==> src/rtl/vid_timing_pkg.sv <==
// Shared constants, raster-total helpers and FSM state encoding for the
// pixel-domain video timing logic (1024x768@50 Hz on a 51 MHz pixel clock).
package vid_timing_pkg;

  localparam int unsigned DEF_H_ACTIVE    = 1024;
  localparam int unsigned DEF_H_FP        = 24;
  localparam int unsigned DEF_H_SYNC      = 136;
  localparam int unsigned DEF_H_BP        = 80;
  localparam int unsigned DEF_V_ACTIVE    = 768;
  localparam int unsigned DEF_V_FP        = 3;
  localparam int unsigned DEF_V_SYNC      = 6;
  localparam int unsigned DEF_V_BP        = 31;
  localparam int unsigned DEF_LOCK_SETTLE = 1024;

  typedef enum logic [1:0] {
    WAIT_LOCK = 2'd0,
    SETTLE    = 2'd1,
    RUN       = 2'd2
  } vt_state_e;

  function automatic int unsigned h_total(input int unsigned active, input int unsigned fp,
                                          input int unsigned sync, input int unsigned bp);
    return active + fp + sync + bp;
  endfunction

  function automatic int unsigned v_total(input int unsigned active, input int unsigned fp,
                                          input int unsigned sync, input int unsigned bp);
    return active + fp + sync + bp;
  endfunction

endpackage

==> src/rtl/sync_2ff.sv <==
// Two-flop synchronizer for a single-bit level crossing into the pixel domain.
// Synchronous active-high reset clears both stages.
module sync_2ff (
  input  logic clk,
  input  logic rst,
  input  logic d,
  output logic q
);

  logic meta_q, meta_d;
  logic sync_q, sync_d;

  always_comb begin
    meta_d = d;
    sync_d = meta_q;
  end

  always_ff @(posedge clk) begin
    if (rst) begin
      meta_q <= 1'b0;
      sync_q <= 1'b0;
    end else begin
      meta_q <= meta_d;
      sync_q <= sync_d;
    end
  end

  assign q = sync_q;

endmodule

==> src/rtl/video_timing_gen.sv <==
// Raster timing generator: waits for PLL lock plus a settle interval, then
// scans (h, v) and emits registered sync/enable/coordinate/strobe outputs.
//
// state     | meaning
// WAIT_LOCK | raster idle, waiting for synchronized lock
// SETTLE    | lock seen, counting LOCK_SETTLE cycles before running
// RUN       | raster scanning, outputs decoded from (h, v)
module video_timing_gen
  import vid_timing_pkg::*;
#(
  parameter int unsigned H_ACTIVE    = DEF_H_ACTIVE,
  parameter int unsigned H_FP        = DEF_H_FP,
  parameter int unsigned H_SYNC      = DEF_H_SYNC,
  parameter int unsigned H_BP        = DEF_H_BP,
  parameter int unsigned V_ACTIVE    = DEF_V_ACTIVE,
  parameter int unsigned V_FP        = DEF_V_FP,
  parameter int unsigned V_SYNC      = DEF_V_SYNC,
  parameter int unsigned V_BP        = DEF_V_BP,
  parameter bit          HS_POL      = 1'b0,
  parameter bit          VS_POL      = 1'b0,
  parameter int unsigned LOCK_SETTLE = DEF_LOCK_SETTLE
) (
  input  logic        clk_pixel,
  input  logic        rst_pixel,
  input  logic        pll_locked,
  output logic        running,
  output logic        hsync,
  output logic        vsync,
  output logic        de,
  output logic [10:0] x,
  output logic [9:0]  y,
  output logic        line_start,
  output logic        frame_start
);

  localparam int unsigned H_TOTAL = h_total(H_ACTIVE, H_FP, H_SYNC, H_BP);
  localparam int unsigned V_TOTAL = v_total(V_ACTIVE, V_FP, V_SYNC, V_BP);
  localparam int unsigned HW      = $clog2(H_TOTAL);
  localparam int unsigned VW      = $clog2(V_TOTAL);
  localparam int unsigned SW      = (LOCK_SETTLE > 1) ? $clog2(LOCK_SETTLE) : 1;

  logic lock_s;

  sync_2ff u_lock_sync (
    .clk (clk_pixel),
    .rst (rst_pixel),
    .d   (pll_locked),
    .q   (lock_s)
  );

  vt_state_e       state_q, state_d;
  logic [SW-1:0]   settle_q, settle_d;
  logic [HW-1:0]   h_q, h_d;
  logic [VW-1:0]   v_q, v_d;
  logic            running_q, running_d;
  logic            hsync_q, hsync_d;
  logic            vsync_q, vsync_d;
  logic            de_q, de_d;
  logic [10:0]     x_q, x_d;
  logic [9:0]      y_q, y_d;
  logic            line_start_q, line_start_d;
  logic            frame_start_q, frame_start_d;

  always_comb begin
    state_d  = state_q;
    settle_d = settle_q;
    unique case (state_q)
      WAIT_LOCK: begin
        settle_d = '0;
        if (lock_s) state_d = SETTLE;
      end
      SETTLE: begin
        if (!lock_s) begin
          state_d  = WAIT_LOCK;
          settle_d = '0;
        end else if (32'(settle_q) == LOCK_SETTLE - 1) begin
          state_d  = RUN;
          settle_d = '0;
        end else begin
          settle_d = settle_q + 1'b1;
        end
      end
      RUN: begin
        if (!lock_s) state_d = WAIT_LOCK;
      end
      default: begin
        state_d  = WAIT_LOCK;
        settle_d = '0;
      end
    endcase
  end

  // Decode only while RUN persists across this edge, so entry shows (0,0)
  // one edge later and lock loss idles the outputs on the same edge.
  logic run_go;
  logic h_last, v_last;
  logic h_act, v_act, hs_on, vs_on;

  always_comb begin
    run_go = (state_q == RUN) && lock_s;
    h_last = (32'(h_q) == H_TOTAL - 1);
    v_last = (32'(v_q) == V_TOTAL - 1);
    h_act  = (32'(h_q) < H_ACTIVE);
    v_act  = (32'(v_q) < V_ACTIVE);
    hs_on  = (32'(h_q) >= H_ACTIVE + H_FP) && (32'(h_q) < H_ACTIVE + H_FP + H_SYNC);
    vs_on  = (32'(v_q) >= V_ACTIVE + V_FP) && (32'(v_q) < V_ACTIVE + V_FP + V_SYNC);

    h_d = '0;
    v_d = '0;
    if (run_go) begin
      h_d = h_last ? '0 : h_q + 1'b1;
      v_d = v_q;
      if (h_last) v_d = v_last ? '0 : v_q + 1'b1;
    end

    running_d     = 1'b0;
    hsync_d       = ~HS_POL;
    vsync_d       = ~VS_POL;
    de_d          = 1'b0;
    x_d           = '0;
    y_d           = '0;
    line_start_d  = 1'b0;
    frame_start_d = 1'b0;
    if (run_go) begin
      running_d     = 1'b1;
      de_d          = h_act && v_act;
      hsync_d       = hs_on ? HS_POL : ~HS_POL;
      vsync_d       = vs_on ? VS_POL : ~VS_POL;
      x_d           = de_d ? 11'(h_q) : '0;
      y_d           = de_d ? 10'(v_q) : '0;
      line_start_d  = (h_q == '0);
      frame_start_d = (h_q == '0) && (v_q == '0);
    end
  end

  always_ff @(posedge clk_pixel) begin
    if (rst_pixel) begin
      state_q       <= WAIT_LOCK;
      settle_q      <= '0;
      h_q           <= '0;
      v_q           <= '0;
      running_q     <= 1'b0;
      hsync_q       <= ~HS_POL;
      vsync_q       <= ~VS_POL;
      de_q          <= 1'b0;
      x_q           <= '0;
      y_q           <= '0;
      line_start_q  <= 1'b0;
      frame_start_q <= 1'b0;
    end else begin
      state_q       <= state_d;
      settle_q      <= settle_d;
      h_q           <= h_d;
      v_q           <= v_d;
      running_q     <= running_d;
      hsync_q       <= hsync_d;
      vsync_q       <= vsync_d;
      de_q          <= de_d;
      x_q           <= x_d;
      y_q           <= y_d;
      line_start_q  <= line_start_d;
      frame_start_q <= frame_start_d;
    end
  end

  assign running     = running_q;
  assign hsync       = hsync_q;
  assign vsync       = vsync_q;
  assign de          = de_q;
  assign x           = x_q;
  assign y           = y_q;
  assign line_start  = line_start_q;
  assign frame_start = frame_start_q;

endmodule

==> config.mk <==
export PLATFORM = sky130hd
export DESIGN_NAME = video_timing_gen
export DESIGN_NICKNAME = d
export VERILOG_FILES = /design/src/rtl/vid_timing_pkg.sv /design/src/rtl/sync_2ff.sv /design/src/rtl/video_timing_gen.sv
export SDC_FILE = /design/constraint.sdc
export NUM_CORES = 1
export LEC_CHECK = 0
export ABC_AREA = 1
export BUFFER_PORTS_ARGS = -buffer_cell sky130_fd_sc_hd__buf_2
export CAP_MARGIN = 20
export CORE_UTILIZATION = 40
export CTS_CLUSTER_SIZE = 20
export DETAILED_ROUTE_END_ITERATION = 8
export GPL_ROUTABILITY_DRIVEN = 0
export SYNTH_ARGS = -nofsm -noshare
export SYNTH_HDL_FRONTEND = slang
export SYNTH_HIERARCHICAL = 1
export SYNTH_SLANG_ARGS = --single-unit
==> constraint.sdc <==
create_clock -name clk_pixel -period 1.53 [get_ports clk_pixel]
set_input_delay 0.0765 -clock clk_pixel [delete_from_list [all_inputs] [get_ports clk_pixel]]
set_output_delay 0.0765 -clock clk_pixel [all_outputs]
set_load 0.05 [all_outputs]
# [Word-level counts from Yosys, hierarchy flattened]
# Cells that the tools add are included.
[op_classes] n_reduce_logical=12 n_lt_le_gt_ge=6 addsub=3 muxes=12 n_eq_ne=8 bitwise_logic=2
[ops] cell="10-bit two-way mux" n=3
[ops] cell="11-bit < comparator, second input constant" n=2
[ops] cell="10-bit by 1-bit adder with 10-bit output, second input constant" n=2
[ops] cell="10-bit == test, second input constant" n=2
[ops] cell="10-bit < comparator, second input constant" n=2
[ops] cell="10-bit case mux with 2 select lines" n=1
[ops] cell="11-bit by 1-bit adder with 11-bit output, second input constant" n=1
[ops] cell="11-bit == test, second input constant" n=1
[ops] cell="11-bit >= comparator, second input constant" n=1
[ops] cell="11-bit logical NOT" n=1
[ops] cell="10-bit >= comparator, second input constant" n=1
[ops] cell="10-bit logical NOT" n=1
[ops] cell="2-bit two-way mux" n=4
[ops] cell="2-bit case mux with 3 select lines" n=1
[ops] cell="3-bit OR reduction" n=2
[ops] cell="1-bit logical AND" n=5
[ops] cell="1-bit two-way mux" n=3
[ops] cell="3-bit inequality test, second input constant" n=1
[ops] cell="3-bit AND reduction" n=1
[ops] cell="2-bit by 1-bit == test with 1-bit output, second input constant" n=1
[ops] cell="2-bit == test, second input constant" n=1
[ops] cell="2-bit logical NOT" n=1
[ops] cell="2-bit by 1-bit inequality test with 1-bit output, second input constant" n=1
[ops] cell="2-bit inequality test, second input constant" n=1
[ops] cell="other kinds (2)" n=3
[totals] out_inout_bits=27 regBits=62 word_cells=57

# [Depth between registers and ports, before layout]
# Gate-level depths: netlist of the first run.
[depth] depth_word=4 ltp_mapped=9 mapped_depth_nobuf=9

# [Hierarchy]
# The synthesis of the first run kept the hierarchy.
[modules_own_cells] module="video_timing_gen" seq_area_each_um2=1201.2 instances=1 area_each_um2=2549.9 cells_each=337
[modules_own_cells] module="sync_2ff" seq_area_each_um2=40.0 instances=1 area_each_um2=55.1 cells_each=6

# [Least setup slack after synthesis of the first run]
# No wires, ideal clock.
[synth_timing] path_kind="flip-flop to flip-flop" from="register h_q[0]" to="register v_q[1]" arrival_time_ps=1264 setup_slack_ps=144 setup_ps=122 stages_incl_launch_ff=8 n_path_buf=1 path_cell_list="dfxtp_1 > ha_1 > nand3_1 > nor2_1 > nand2_2 > nand2_2 > buf_2 > a21oi_1"
[synth_via] elab_chain_len=1
[synth_rtl] element="start: declaration" line="video_timing_gen.sv:53" source="logic [HW-1:0] h_q, h_d;"
[synth_rtl] element="start signal: assignment" line="video_timing_gen.sv:140" source="h_q <= '0;"
[synth_rtl] element="start signal: assignment" line="video_timing_gen.sv:153" source="h_q <= h_d;"
[synth_rtl] element="11-bit == test" line="video_timing_gen.sv:101" source="h_last = (32'(h_q) == H_TOTAL - 1);"
[synth_rtl] element="end signal: assignment" line="video_timing_gen.sv:154" source="v_q <= v_d;"
[synth_rtl] element="end: declaration" line="video_timing_gen.sv:54" source="logic [VW-1:0] v_q, v_d;"
# No other way between the ends.
# A chain may end at the register's enable or synchronous reset.

# [Worst setup path after layout of the first run]
[layout_timing] from="register h_q[1]" to="register h_q[8]"
[layout_via] elab_chain_len=2 word_cells_on_any_way=3 classes_between="add/sub (1); eq/ne (1); reduce/logical (1)"
[layout_rtl] element="parallel branches: the longest is 2 deep, another holds 11-bit by 1-bit adder with 11-bit output"
# Several ways; the timed one is not identified.

==> impl_metrics.yaml, run 1 <==
outcome:
  status: "finished, final reports clean"
die:
  fp.coreArea_mm2: 0.006314
  dieArea_mm2: 0.006839
  initial_utilization_pct: 41.26
  dieHeight_um: 82.70
  die_w_um: 82.70
  pin_count: 30
  rows: 29
power:
  p_leak_uw: 0.001343
  ir_drop_mv: 0.6938
  swShare_pct: 20.43
  p_seq_share_pct: 49.9
  pwr-share-comb_pct: 0.8
  power.internal_uw: 2581
  p_per_area_mw_per_mm2: 1010
  p_sw_uw: 662.4
  p_clk_share_pct: 49.3
cts:
  cts_buffer_depth: 2
  cts.sinks: 62
  cts_root_buffer: "clkbuf_8"
  clk_latency_ns: 0.34
  post_cts_buffers: 0
  htree_levels: 3
  cts_buffers: 9
  cts_tree: "yes"
  cts.clk_slew.worst_paths_ns: 0.07
global_route:
  grt_pass1_vias: 1999
  grt_overflow: 0
  antenna_found_initial: 0
  top_usage_layer: "met2"
  grt.met3_usage_pct: 5.275
  met1_usage_pct: 21.22
  grt_max_degree: 21
  grt_first_pass_wirelength_mm: 8.694
  use_met2_pct: 26.64
  grt_use_total_pct: 17.19
place:
  place_ws_ns: 0.004013
  hpwl_mm: 3.893
  io_buffers: 29
  dp.cells: 463
cells_and_area:
  layout.nets: 407
  drive_gt1_share_pct: 25.06
  instances_no_fill: 480
  antenna_cells: 0
  area_growth_pct: 23.29
routing:
  wl_per_cell_um: 11.01
  routed_via_density: 4.654
  vias: 2234
  dr.pass1.iters: 4
  wirelength_mm: 5.284
  ant_nets: 0
  drt_iter0_drc: 150
  drcViolationCount: 0
yosys:
  synth_commonest_cells: "nand2_1, dfxtp_1, inv_1"
  synth_ff_type: "dfxtp_1"
  synth_edf_count: 0
  synthArstFlopShare_pct: 0
  synthDistinctLibCells: 27
  syn-num-nets: 352
  yosysWarnings: 6
  synth_area_leaders: "dfxtp_1, nand2_1, inv_1, nor2_1, nor2_2"
  synth.top_cell.area_share_pct: 47.65
  yosysMostFrequentCell: "nand2_1"
  synth-seq-cells: 62
  yosys.area.top_type: "dfxtp_1"
  syn-cell-area_mm2: 0.002605
  seq_area_frac_synth_pct: 47.65
  syn_area_per_cell_um2: 7.595
  synth_cells: 343
setup_path:
  reg2reg_from: "h_q[1]$_SDFF_PP0_"
  crit_type: "reg2reg"
  cp.required_ns: 1.77
  crit_start: "h_q[1]$_SDFF_PP0_"
  end_kind: "flip-flop"
  worst_ep_arrival_time_ns: 1.68
  worstSetupStartpointType: "flip-flop"
  cp_max_fo: 13
sta:
  setup_slack_ns: 0.09237
  finalSetupTns_ns: 0
  post-route-min-period_ns: 1.438
  whs_ns: 0.04487
  rsz0062_at_grt: "no"
  clock.fmax_mhz: 695.6
  finClkSkew_ns: 0.008237
  hold_viol: 0
  setup_viol: 0
  slew_violations: 0
  maxSlewHeadroom_pct: 64.72
  fin_crit_sh_pct: 93.96
  worst_pin_slew_ns: 0.5285
run:
  maxCapViolations: 0
min_path:
  hp-class: "in2reg"
  hold_start: "rst_pixel"
## cells by family after synthesis
| family | synth area share [%] |
|---|---|
| compound gates | 8.021 |
| xor+xnor | 1.345 |
| fa+ha+maj | 2.882 |
| buf+inv | 9.174 |
| flops | 47.65 |
| other cells | 0.1440 |
| simple gates | 30.79 |
## layer usage
metal  up-vias  part of all wire [%]
met5         -                     0
met4         0                   2.6
met3        12                   4.0
met2        42                    44
met1       985                    49
li1       1195                     -
## critical path, stage by stage (launching register included)
cell	delay [ns]
dfxtp_2	0.35
ha_2	0.20
nand3_1	0.10
nor2_2	0.14
nand2_2	0.13
nand2_2	0.12
buf_12	0.14
a21oi_1	0.04
o21a_1	0.10
## cells in the final DEF (no fill, tap or decap)
cell	Yosys	layout
a21oi_1	21	21
and3_1	2	2
buf_12	0	1
buf_2	2	29
buf_4	1	19
bufinv_16	0	2
clkbuf_8	0	10
clkinv_1	1	1
clkinv_2	0	2
clkinvlp_4	0	2
conb_1	1	1
dfxtp_1	62	61
dfxtp_2	0	1
dlygate4sd3_1	0	1
ha_1	6	5
ha_2	0	1
inv_1	46	46
inv_2	5	5
nand2_1	66	65
nand2_2	3	4
nand3_1	19	19
nand3b_1	2	2
nand4_1	9	9
nor2_1	41	38
nor2_2	20	23
nor3_1	9	9
nor3_4	2	2
o2111ai_1	1	1
o21a_1	3	3
o21ai_0	9	9
o21ai_1	4	4
o31ai_1	1	1
xor2_1	4	4
## worst paths after layout
| path | to | slack, ns | cells after the start |
|---|---|---|---|
| min reg2reg | u_lock_sync/q$_SDFF_PP0_ | 0.40 | 2 |
| max | h_q[8]$_SDFF_PP0_ | 0.09 | 8 |
| min | u_lock_sync/meta_q$_SDFF_PP0_ | 0.04 | 2 |
| max reg2reg | h_q[8]$_SDFF_PP0_ | 0.09 | 8 |
## flip-flops by register name (all words and copies together), names as in the netlist
register / flops
v_q: 10
x: 11
y: 10
de: 1
u_lock_sync/meta_q: 1
settle_q: 10
h_q: 11
vsync: 1
line_start: 1
state_q: 2
hsync: 1
u_lock_sync/q: 1
frame_start: 1
running: 1
## final cells by class
type,count,area (µm²)
clock buffers,10,137.6
clock inverters,6,85.08
fillers,645,3102
inverters,52,195.2
multi-input cells,223,1137
flip-flops and latches,62,1242
well taps,77,96.34
repair buffers,50,317.8
## metrics by stage
stage / utilization (%) / area [µm²] / power, µW
after floorplan: - / 2605 / 1674
after global placement: 46.97 / 2965 / 1680
after detailed placement: 46.97 / 2965 / 1680
after CTS: 50.69 / 3201 / 3296
after global routing: 50.87 / 3212 / 3363
final: 50.87 / 3212 / 3243
## power groups by stage
stage / clock network, µW / registers [µW] / logic (µW)
floorplan: 0 / 1660 / 12.2
global placement: 0 / 1660 / 23.3
detailed placement: 0 / 1660 / 23.8
CTS: 1650 / 1620 / 25.7
global route: 1720 / 1620 / 28.0
finish: 1600 / 1620 / 25.4
## timing repair
item | in CTS | in global routing
pin swaps | 0 | 0
hold buffers | 1 | 0
endpoints found under the hold margin | 1 | 0
resized for setup | 1 | 5
endpoints found under the setup margin | 1 | 11
(Power assumes the default switching activity.)
==> run 2, diff against run 1 <==
--- a/config.mk
+++ b/config.mk
@@ -5,13 +5,13 @@
 export SDC_FILE = /design/constraint.sdc
 export NUM_CORES = 1
 export LEC_CHECK = 0
-export ABC_AREA = 1
 export BUFFER_PORTS_ARGS = -buffer_cell sky130_fd_sc_hd__buf_2
 export CAP_MARGIN = 20
 export CORE_UTILIZATION = 40
 export CTS_CLUSTER_SIZE = 20
 export DETAILED_ROUTE_END_ITERATION = 8
 export GPL_ROUTABILITY_DRIVEN = 0
+export GPL_TIMING_DRIVEN = 0
 export SYNTH_ARGS = -nofsm -noshare
 export SYNTH_HDL_FRONTEND = slang
 export SYNTH_HIERARCHICAL = 1
==> impl_metrics.yaml, run 2 <==
setup_path:
  worst_ep_arrival_time_ns: 2.16
  critical_path.slowest_cell: "or4b_4"
  crit_type: "reg2reg"
  worstRegToRegCells: 4
  reg2reg_from: "h_q[8]$_SDFF_PP0_"
  critPathMaxStageDelay_ns: 0.53
  r2r-end: "v_q[8]$_SDFFE_PP0N_"
  crit_chain: "nor4bb_4 > or4b_4 > or4_1 > a21oi_2"
  worstPathBufferInverterCount: 0
  reg2reg_slack_ns: -0.35
  critical-path-top-delay-family: "simple AND/OR/NAND/NOR gates"
  cp.required_ns: 1.81
  cp_max_fo: 5
  end_kind: "flip-flop"
  worstSetupStartpointType: "flip-flop"
cells_and_area:
  utilization_pct: 55.11
  seq_area_mm2: 0.001264
  design_area_mm2: 0.003321
  multiInputGateArea_mm2: 0.001311
  antenna_cells: 0
  final_common_cell: "dfxtp_1"
  area_growth_pct: 30.42
  final_cell_mix: "dfxtp_1, buf_2, nor2_1"
  drive_gt1_share_pct: 32.93
  layout.nets: 336
  fillers: 539
cts:
  cts_buffers: 9
  cts_buffer_depth: 2
  cts.clk_slew.worst_paths_ns: 0.07
  cts_root_buffer: "clkbuf_8"
  clk_latency_ns: 0.34
  cts_tree: "yes"
  htree_levels: 3
  cts.sinks: 62
min_path:
  min_to: "settle_q[9]$_SDFFE_PP0P_"
  hp-class: "in2reg"
  hold_start: "rst_pixel"
  hold_depth: 3
sta:
  hold_viol: 0
  clock.fmax_mhz: 531.1
  finClkSkew_ns: 0.01144
  post-route-min-period_ns: 1.883
  fin_crit_sh_pct: 123.1
  slew_violations: 0
  maxSlewHeadroom_pct: 66.21
  setup_viol: 36
  rsz0062_at_grt: "yes"
  worst_pin_slew_ns: 0.5068
  setup_slack_ns: -0.3530
global_route:
  grt_max_degree: 11
  antenna_found_initial: 0
  grt_use_total_pct: 17.47
  grt_pass1_vias: 1816
  grt_overflow: 0
  grt_first_pass_wirelength_mm: 8.576
yosys:
  synth_area_leaders: "dfxtp_1, and2_1, nor2_1, xnor2_1, ha_1"
  synth_top_family_by_area: "simple AND/OR/NAND/NOR gates"
  syn-num-nets: 275
  yosys.area.top_type: "dfxtp_1"
  synthArstFlopShare_pct: 0
  syn_area_per_cell_um2: 9.572
  synth_edf_count: 0
  synth_compound_area_share_pct: 8.354
  synth_cells: 266
  synth.top_cell.area_share_pct: 48.75
  synth_ff_type: "dfxtp_1"
  syn-cell-area_mm2: 0.002546
  synthMuxAreaShare_pct: 0.3931
  synth-seq-cells: 62
  synth_fa_ha_area_share_pct: 2.948
  synthDistinctLibCells: 51
  seq_area_frac_synth_pct: 48.75
  yosysWarnings: 6
  synth_xor_area_share_pct: 4.816
  yosysMostFrequentCell: "dfxtp_1"
  yosys.area_share.simple_pct: 29.24
  synth_commonest_cells: "dfxtp_1, nor2_1, and2_1"
routing:
  dr.pass1.iters: 6
  drt_iter0_drc: 124
  wirelength_mm: 5.583
  routed_via_density: 5.086
  vias: 2065
  drcViolationCount: 0
  wl_per_cell_um: 13.75
  ant_nets: 0
die:
  fp.coreArea_mm2: 0.006026
  dieHeight_um: 81.79
  dieArea_mm2: 0.006689
  initial_utilization_pct: 42.25
  die_w_um: 81.79
  pin_count: 30
  rows: 28
place:
  io_buffers: 29
  post_dp_cell_area_mm2: 0.002831
  hpwl_mm: 3.441
run:
  maxCapViolations: 0
power:
  p_per_area_mw_per_mm2: 890.2
  finalPower_uw: 2956
  p_leak_uw: 0.001341
  ir_drop_mv: 0.4214
outcome:
  violations: "setup timing"
  status: "finished with violations"
-- run 2: logic make-up after synthesis --
group                      Yosys count
other                                1
xor gates and xnor gates            14
DFF                                 62
buffers and inverters               23
muxes                                1
adders and majority gates            6
and+or+nand+nor                    127
AOI/OAI and AO/OA                   32
-- run 2: how the worst max path moves through the flow --
stage,depth (start not counted),end,slack (ns),startpoint
5_1_grt,4,v_q[8]$_SDFFE_PP0N_,-0.40,h_q[8]$_SDFF_PP0_
3_5_place_dp,6,v_q[9]$_SDFFE_PP0N_,-0.54,h_q[0]$_SDFF_PP0_
3_3_place_gp,6,v_q[8]$_SDFFE_PP0N_,-0.51,h_q[0]$_SDFF_PP0_
2_1_floorplan,6,v_q[8]$_SDFFE_PP0N_,-0.42,h_q[1]$_SDFF_PP0_
6_report,4,v_q[8]$_SDFFE_PP0N_,-0.35,h_q[8]$_SDFF_PP0_
4_1_cts,4,v_q[9]$_SDFFE_PP0N_,-0.32,h_q[9]$_SDFF_PP0_
-- run 2: worst min-delay path: cells and delay by family --
family | cells | cell delay (ns)
buffers and inverters | 2 | 0.35
AO/OA/AOI/OAI | 1 | 0.20
-- run 2: what timing repair did --
action                                  4_1_cts  5_1_grt
gates cloned                                  0        0
endpoints found under the hold margin         2        0
endpoints found under the setup margin       48       49
gates resized for setup                      17       26
pin swaps                                     5        7
buffers inserted                             11        9
hold buffers                                  2        0
-- run 2: cell type report --
cell class	instances	area share, %
multi-input cells	181	39.49
flip-flops and latches	62	38.06
repair buffers	51	9.834
clock buffers	14	5.200
plain buffers	12	3.316
well taps	75	2.826
inverters	10	1.130
clock inverters	1	0.1507
-- run 2: power breakdown --
part           internal (µW)  leakage, µW  switching (µW)  total, µW
Combinational           11.3     0.000742            14.7       26.1
Clock                    711    0.0000926             605       1320
Sequential              1610     0.000506            3.19       1610
-- run 2: metal layers --
metal / global-route usage [%] / up-vias / share of wire [%]
met5: 0 / - / 0
met3: 5.333 / 14 / 3.1
li1: - / 1052 / -
met2: 26.12 / 28 / 48
met4: 8.772 / 0 / 2.4
met1: 22.63 / 971 / 46
-- run 2: metrics by stage --
step	setup WS (ns)	hold WS, ns	std cells	setup TNS [ns]
floorplan	-0.4153	0.1481	266	-2.418
global placement	-0.5064	0.2653	370	-14.13
detailed placement	-0.5361	0.2660	370	-15.36
CTS	-0.3160	0.2792	397	-4.883
global route	-0.3994	0.3294	406	-7.280
finish	-0.3530	0.3098	406	-2.234
==> run 3, diff against run 2 <==
--- a/config.mk
+++ b/config.mk
@@ -7,8 +7,7 @@
 export LEC_CHECK = 0
 export BUFFER_PORTS_ARGS = -buffer_cell sky130_fd_sc_hd__buf_2
 export CAP_MARGIN = 20
-export CORE_UTILIZATION = 40
-export CTS_CLUSTER_SIZE = 20
+export CORE_UTILIZATION = 45
 export DETAILED_ROUTE_END_ITERATION = 8
 export GPL_ROUTABILITY_DRIVEN = 0
 export GPL_TIMING_DRIVEN = 0
==> impl_metrics.yaml, run 3 (synthesis results as in run 2) <==
outcome:
  status: "finished with violations"
  violations: "setup timing"
cells_and_area:
  antenna_cells: 0
  drive_gt1_share_pct: 33.85
  final_common_cell: "dfxtp_1"
  utilization_pct: 60.45
  final_cell_mix: "dfxtp_1, buf_2, nor2_1"
  fillers: 517
  design_area_mm2: 0.003308
  instances_no_fill: 397
  layout.nets: 329
  area_growth_pct: 29.93
power:
  power.internal_uw: 2572
  p_seq_share_pct: 49.9
  finalPower_uw: 3224
  p_clk_share_pct: 49.3
  ir_drop_mv: 0.6945
  p_sw_uw: 651.1
  swShare_pct: 20.20
  p_leak_uw: 0.001294
  p_per_area_mw_per_mm2: 974.4
  pwr-share-comb_pct: 0.8
setup_path:
  crit_type: "reg2reg"
  cp_max_fo: 6
  cp.required_ns: 1.81
  worst_ep_arrival_time_ns: 2.19
  end_kind: "flip-flop"
  worstSetupStartpointType: "flip-flop"
die:
  pin_count: 30
  dieArea_mm2: 0.005963
  fp.coreArea_mm2: 0.005473
  rows: 27
  dieHeight_um: 77.22
  initial_utilization_pct: 46.52
  die_w_um: 77.22
global_route:
  grt_max_degree: 12
  antenna_found_initial: 0
  grt_first_pass_wirelength_mm: 8.990
  grt_pass1_vias: 1888
  grt_use_total_pct: 19.68
  grt_overflow: 0
min_path:
  hp-class: "in2reg"
cts:
  cts_tree: "yes"
  cts.sinks: 62
  cts_buffers: 9
  clk_latency_ns: 0.34
  cts_buffer_depth: 2
  htree_levels: 3
  cts.clk_slew.worst_paths_ns: 0.07
  cts_root_buffer: "clkbuf_8"
routing:
  wl_per_cell_um: 13.53
  drcViolationCount: 0
  ant_nets: 0
  drt_iter0_drc: 58
  dr.pass1.iters: 4
  wirelength_mm: 5.370
  routed_via_density: 5.156
  vias: 2047
sta:
  post-route-min-period_ns: 1.907
  clock.fmax_mhz: 524.4
  setup_viol: 10
  slew_violations: 0
  hold_viol: 0
  rsz0062_at_grt: "yes"
  setup_slack_ns: -0.3769
  fin_crit_sh_pct: 124.6
  whs_ns: 0.3034
  finClkSkew_ns: 0.008785
place:
  dp.cells: 367
  post_dp_cell_area_mm2: 0.002828
  hpwl_mm: 3.445
  io_buffers: 29
run:
  maxCapViolations: 0
==> run 3: cell type report <==
type                    instances  area [µm²]  share of cell area [%]
well taps                      72       90.09                   2.723
flip-flops and latches         62        1275                   38.54
repair buffers                 44       274.0                   8.283
clock inverters                 6       83.83                   2.534
multi-input cells             181        1294                   39.11
clock buffers                  10       137.6                   4.160
plain buffers                  12       116.4                   3.517
inverters                      10       37.54                   1.135
==> run 3: repair_timing <==
item                                   CTS  global route
pin swaps                                5             4
buffers inserted                        11             2
resized for setup                       20            28
endpoints found under the hold margin    2             0
hold buffers                             2             0
setup endpoints to repair               47            50
==> run 3: worst paths after layout <==
kind	endpoint	start	slack (ns)	cells after the start
worst max-delay path	v_q[8]$_SDFFE_PP0N_	h_q[9]$_SDFF_PP0_	-0.38	4
worst min-delay path	settle_q[9]$_SDFFE_PP0P_	rst_pixel	0.30	3
worst max register to register	v_q[8]$_SDFFE_PP0N_	h_q[9]$_SDFF_PP0_	-0.38	4
worst min register to register	u_lock_sync/q$_SDFF_PP0_	u_lock_sync/meta_q$_SDFF_PP0_	0.47	1
==> run 3: layer usage <==
metal,part of all wire [%],global-route usage (%),vias to the layer above
met4,2.1,10.19,0
met2,46,30.00,36
met5,0,0,-
met1,49,25.26,965
met3,3.6,5.357,10
li1,-,-,1036
==> run 3: stage by stage <==
step	setup WS [ns]	setup TNS [ns]
2_1_floorplan	-0.4153	-2.418
3_3_place_gp	-0.5363	-14.34
3_5_place_dp	-0.5422	-14.00
4_1_cts	-0.3217	-3.991
5_1_grt	-0.4234	-2.803
6_report	-0.3769	-1.711
==> run 3: critical path, stage by stage (launching register included) <==
cell	delay, ns
dfxtp_4	0.37
nor4bb_4	0.31
or4b_4	0.54
or4_4	0.50
a21oi_2	0.13
==> run 3: power groups by stage <==
| stage | sequential [µW] | combinational [µW] | clock (µW) |
|---|---|---|---|
| 2_1_floorplan | 1660 | 8.95 | 0 |
| 3_3_place_gp | 1660 | 19.7 | 0 |
| 3_5_place_dp | 1660 | 19.7 | 0 |
| 4_1_cts | 1610 | 25.1 | 1640 |
| 5_1_grt | 1610 | 27.4 | 1710 |
| 6_report | 1610 | 25.6 | 1590 |
